[src/rtl/t_pkg.sv]
// Shared constants for the toggle-cell counter family.
// Defaults describe a single BCD digit.
package t_pkg;

  localparam logic DIR_UP   = 1'b1;
  localparam logic DIR_DOWN = 1'b0;

  localparam int BCD_WIDTH  = 4;
  localparam int BCD_MODULO = 10;

endpackage

[src/rtl/tff_cell.sv]
// Single toggle flip-flop: flips its state on a rising edge whenever T is high.
// Asynchronous active-low reset clears it to 0.
module tff_cell (
  input  logic clk,
  input  logic rst,
  input  logic T,
  output logic Q
);

  always_ff @(posedge clk or negedge rst) begin
    if (!rst) begin
      Q <= 1'b0;
    end else if (T) begin
      Q <= ~Q;
    end
  end

endmodule

[src/rtl/t_sync_counter.sv]
// Synchronous modulo-N up/down counter built from a row of toggle cells.
// The next-state logic resolves clr > load > en > hold and drives each cell's T input.
module t_sync_counter
  import t_pkg::*;
#(
  parameter int WIDTH  = BCD_WIDTH,
  parameter int MODULO = BCD_MODULO
) (
  input  logic             clk,
  input  logic             rst,
  input  logic             clr,
  input  logic             load,
  input  logic [WIDTH-1:0] din,
  input  logic             en,
  input  logic             up,
  output logic [WIDTH-1:0] Q,
  output logic             tc,
  output logic             wrap
);

  localparam logic [WIDTH-1:0] MAX_Q   = WIDTH'(MODULO - 1);
  localparam logic [WIDTH:0]   MOD_EXT = (WIDTH + 1)'(MODULO);

  generate
    if ((MODULO < 2) || (MODULO > (1 << WIDTH))) begin : g_bad_modulo
      $error("t_sync_counter: MODULO must lie in 2..2**WIDTH");
    end
  endgenerate

  logic [WIDTH-1:0] next_q;
  logic [WIDTH-1:0] t_vec;
  logic             at_max;
  logic             at_zero;

  assign at_max  = (Q == MAX_Q);
  assign at_zero = (Q == '0);

  // Wrap points are compared explicitly so a full-range MODULO never leans on overflow.
  always_comb begin
    next_q = Q;
    if (clr) begin
      next_q = '0;
    end else if (load) begin
      next_q = ({1'b0, din} < MOD_EXT) ? din : MAX_Q;
    end else if (en) begin
      if (up == DIR_UP) begin
        next_q = at_max ? '0 : Q + WIDTH'(1);
      end else begin
        next_q = at_zero ? MAX_Q : Q - WIDTH'(1);
      end
    end
  end

  assign t_vec = Q ^ next_q;

  generate
    for (genvar i = 0; i < WIDTH; i++) begin : g_cell
      tff_cell u_cell (
        .clk (clk),
        .rst (rst),
        .T   (t_vec[i]),
        .Q   (Q[i])
      );
    end
  endgenerate

  assign tc = rst & en & ~clr & ~load &
              (((up == DIR_UP) & at_max) | ((up == DIR_DOWN) & at_zero));

  always_ff @(posedge clk or negedge rst) begin
    if (!rst) begin
      wrap <= 1'b0;
    end else begin
      wrap <= tc;
    end
  end

endmodule

[config.mk]
export PLATFORM = sky130hd
export DESIGN_NAME = t_sync_counter
export DESIGN_NICKNAME = d
export VERILOG_FILES = /design/src/rtl/t_pkg.sv /design/src/rtl/tff_cell.sv /design/src/rtl/t_sync_counter.sv
export SDC_FILE = /design/constraint.sdc
export NUM_CORES = 1
export LEC_CHECK = 0
export BUFFER_PORTS_ARGS = -buffer_cell sky130_fd_sc_hd__buf_2
export CORE_MARGIN = 8
export CORE_UTILIZATION = 44
export DETAILED_ROUTE_END_ITERATION = 10
export PLACE_DENSITY = 0.74
export SETUP_SLACK_MARGIN = 0.2
export SYNTH_ARGS = -nofsm -noshare
export SYNTH_HDL_FRONTEND = slang
export SYNTH_HIERARCHICAL = 1
export SYNTH_SLANG_ARGS = --single-unit
export TNS_END_PERCENT = 5
[constraint.sdc]
create_clock -name clk -period 1.9 [get_ports clk]
set_input_delay 0.19 -clock clk [delete_from_list [all_inputs] [get_ports clk]]
set_output_delay 0.19 -clock clk [all_outputs]
set_load 0.02 [all_outputs]
==> flow_metrics.tcl <==
set metrics [dict create \
    status "finished, violations left" \
    violations "setup timing" \
    gr-usage-all-layers_pct 12.31 \
    viasPerCell 5.622 \
    cts_made_buffers 3 \
    internal_power_w 0.0005971 \
    vias 624 \
    startpoint_type "register" \
    nFillCells 109 \
    setup_viol 2 \
    die-width_um 52.09 \
    hold_class "in2reg" \
    cts_max_path_buffers 2 \
    overflow 0 \
    p_leak_nw 0.3773 \
    ys_ff_latch 5 \
    die_h_um 52.09 \
    drtAntennaViolNets 0 \
    peakVddDrop_v 0.001044 \
    worstRegToRegCells 8 \
    drc 0 \
    path_class "reg2reg" \
    dp.cells 101 \
    diodes 0 \
    period_needed_ns 1.957 \
    drv_cap 0 \
    core_um2 1252 \
    worst_pin_slew_ns 0.2804 \
    fin_crit_sh_pct 103.0 \
    die_area_um2 2713 \
    worstReg2RegStart "g_cell[0].u_cell/Q" \
    hold_violations 0 \
    drt-pass1-iter-count 4 \
    seq_area_frac_synth_pct 21.83 \
    placementRows 13 \
    fin_ws_ns -0.05683 \
    nNetsFinal 110 \
    min_path_cells 2 \
    grt_pass1_wl_um 2532 \
    netlist_instances 72 \
    cts.clk_slew.worst_paths_ns 0.05 \
    fmax_ghz 0.5110 \
    worstPathRequired_ns 2.09 \
    drive_gt1_share_pct 43.75 \
    boundaryPins 16 \
    syn_nets 85 \
    grt_setup_unrepaired "true" \
    root_buffer "clkbuf_4" \
    gp_congestion 0.8697 \
    dp_slack_ns 0.01820 \
    antenna_found_initial 0 \
    drt_iter0_markers 16 \
    ys_types 34 \
    cts_tree "done" \
    htree_num_levels 1 \
    min_from "clr" \
    clkPwrFrac_pct 12.0 \
    areaGrowthSynthToFinish_pct 39.52 \
    p_comb_share_pct 69.1 \
    portBuffers 15 \
    synth_warnings 6 \
    clk_latency_ns 0.26 \
    clock_skew_ns 0.004185 \
    p_sw_share_pct 47.97 \
    rr_endpoint "g_cell[3].u_cell/Q" \
    dpl.hpwl_um 1097 \
    cp-end-kind "register" \
    cts_num_sinks 5 \
    final_max_slew_viol_count 0 \
    cp.arrival_ns 2.14 \
    tns_ns -0.08229 \
    rrSetupSlack_ns -0.06 \
    grt_max_degree 11 \
    cellPowerDensity_nw_per_um2 1435 \
    avgSynthCellArea_um2 7.959 \
    min_to "wrap" \
    netlist_area_um2 573.1 \
    drt_wl_total_um 1560 \
    slew-limit-headroom_pct 81.27 \
    seq_power_share_pct 18.9 \
    p_switching_w 0.0005505 \
    fin_cells 111 \
    critPathMaxFanout 8 \
    grt_pass1_vias 591 \
    drt-wirelength-per-cell_um 14.05 \
    start_util_pct 45.75 \
]
## power groups by stage
| stage | clock network [W] | logic, W | registers, W |
|---|---|---|---|
| 4_1_cts | 0.000138 | 0.000767 | 0.000215 |
| 2_1_floorplan | 0 | 0.000416 | 0.000288 |
| 5_1_grt | 0.000148 | 0.000868 | 0.000226 |
| 3_3_place_gp | 0 | 0.000586 | 0.000254 |
| 6_report | 0.000138 | 0.000793 | 0.000216 |
| 3_5_place_dp | 0 | 0.000591 | 0.000260 |
## critical path, cell delays in order (launching register included)
cell and delay [ns]:
dfrtp_2 0.40, buf_4 0.14, buf_4 0.15, or4b_1 0.46, o311a_1 0.15, o21ai_2 0.16, a211oi_1 0.09, o2bb2ai_1 0.18
xor2_1 0.15
## routing by layer
| metal | wire (um) | global-route usage (%) | vias up |
|---|---|---|---|
| li1 | - | - | 306 |
| met1 | 647 | 14.01 | 287 |
| met2 | 765 | 19.60 | 28 |
| met3 | 126 | 5.698 | 3 |
| met4 | 21 | 4.425 | 0 |
| met5 | 0 | 0 | - |
## registers in the layout (all words and copies together), names as in the netlist
register	cells
g_cell.u_cell/Q	4
wrap	1
## cell type report
class,count,area [um^2],share of cell area [%]
Multi-Input combinational cell,59,467.9,58.53
Timing Repair Buffer,23,140.1,17.53
Sequential cell,5,127.6,15.96
Clock buffer,4,26.28,3.286
Inverter,5,18.77,2.347
Tap cell,15,18.77,2.347
## Yosys cell counts
library cell / n / share of area, %
a211oi_1: 1 / 1.3
a21o_1: 1 / 1.3
a21oi_1: 3 / 2.6
a22oi_1: 2 / 2.6
a31oi_1: 1 / 1.1
and2_1: 1 / 1.1
and2_2: 1 / 1.3
and2b_1: 1 / 1.3
and3b_1: 1 / 1.5
buf_4: 2 / 2.6
clkbuf_8: 1 / 2.4
dfrtp_1: 5 / 22
ha_1: 3 / 6.6
inv_1: 5 / 3.3
nand2_1: 9 / 5.9
nand2b_1: 3 / 3.3
nand3_1: 2 / 1.7
nand4b_1: 1 / 1.5
nor2_1: 5 / 3.3
nor3_1: 1 / 0.87
nor3b_1: 2 / 2.6
nor4b_1: 1 / 1.5
o2111ai_1: 1 / 1.5
o21ai_0: 4 / 3.5
o21ai_2: 1 / 1.5
o221ai_1: 1 / 1.5
o2bb2ai_1: 1 / 1.5
o311a_1: 1 / 1.7
o31ai_1: 1 / 1.3
o32ai_1: 1 / 1.5
or2b_2: 2 / 3.1
or3b_1: 1 / 1.5
or4b_1: 2 / 3.5
xor2_1: 4 / 6.1
## placed cells by master (no fill, tap or decap), types with 3 or more instances in the layout
cell type / n
nor2_1: 5
nand2_1: 9
clkbuf_4: 3
buf_2: 14
dfrtp_1: 3
o21ai_0: 3
xor2_1: 4
buf_4: 8
inv_1: 3
## metrics by stage
step           utilization, %  instance area [um^2]  total power, W  hold WS (ns)
6_report                63.84                 799.5        0.001148        0.2081
5_1_grt                 63.84                 799.5        0.001243        0.2098
4_1_cts                 63.14                 790.8        0.001120        0.2106
3_5_place_dp            54.25                 679.4       0.0008512       0.02082
3_3_place_gp            54.25                 679.4       0.0008402       0.02187
2_1_floorplan               -                 599.3       0.0007044       -0.1056
## what timing repair did
action	4_1_cts	5_1_grt
buffers inserted	5	0
resized for setup	8	3
endpoints found under the hold margin	5	0
setup endpoints to repair	5	5
hold buffers	1	0
pin swaps	5	2
## kinds of logic after synthesis
logic type | synth area share (%)
adders and majority gates | 6.551
xor gates and xnor gates | 6.113
buffers and inverters | 8.296
DFF | 21.83
AOI/OAI and AO/OA | 23.15
and+or+nand+nor | 34.06
## worst max-delay path by stage
stage	from	to	slack, ns
finish	g_cell[0].u_cell/Q	g_cell[3].u_cell/Q	-0.06
global route	g_cell[0].u_cell/Q	g_cell[3].u_cell/Q	-0.14
CTS	g_cell[0].u_cell/Q	g_cell[3].u_cell/Q	-0.04
detailed placement	g_cell[0].u_cell/Q	tc	0.02
global placement	g_cell[0].u_cell/Q	tc	0.05
floorplan	g_cell[0].u_cell/Q	g_cell[1].u_cell/Q	0.13
(Power assumes the default switching activity.)
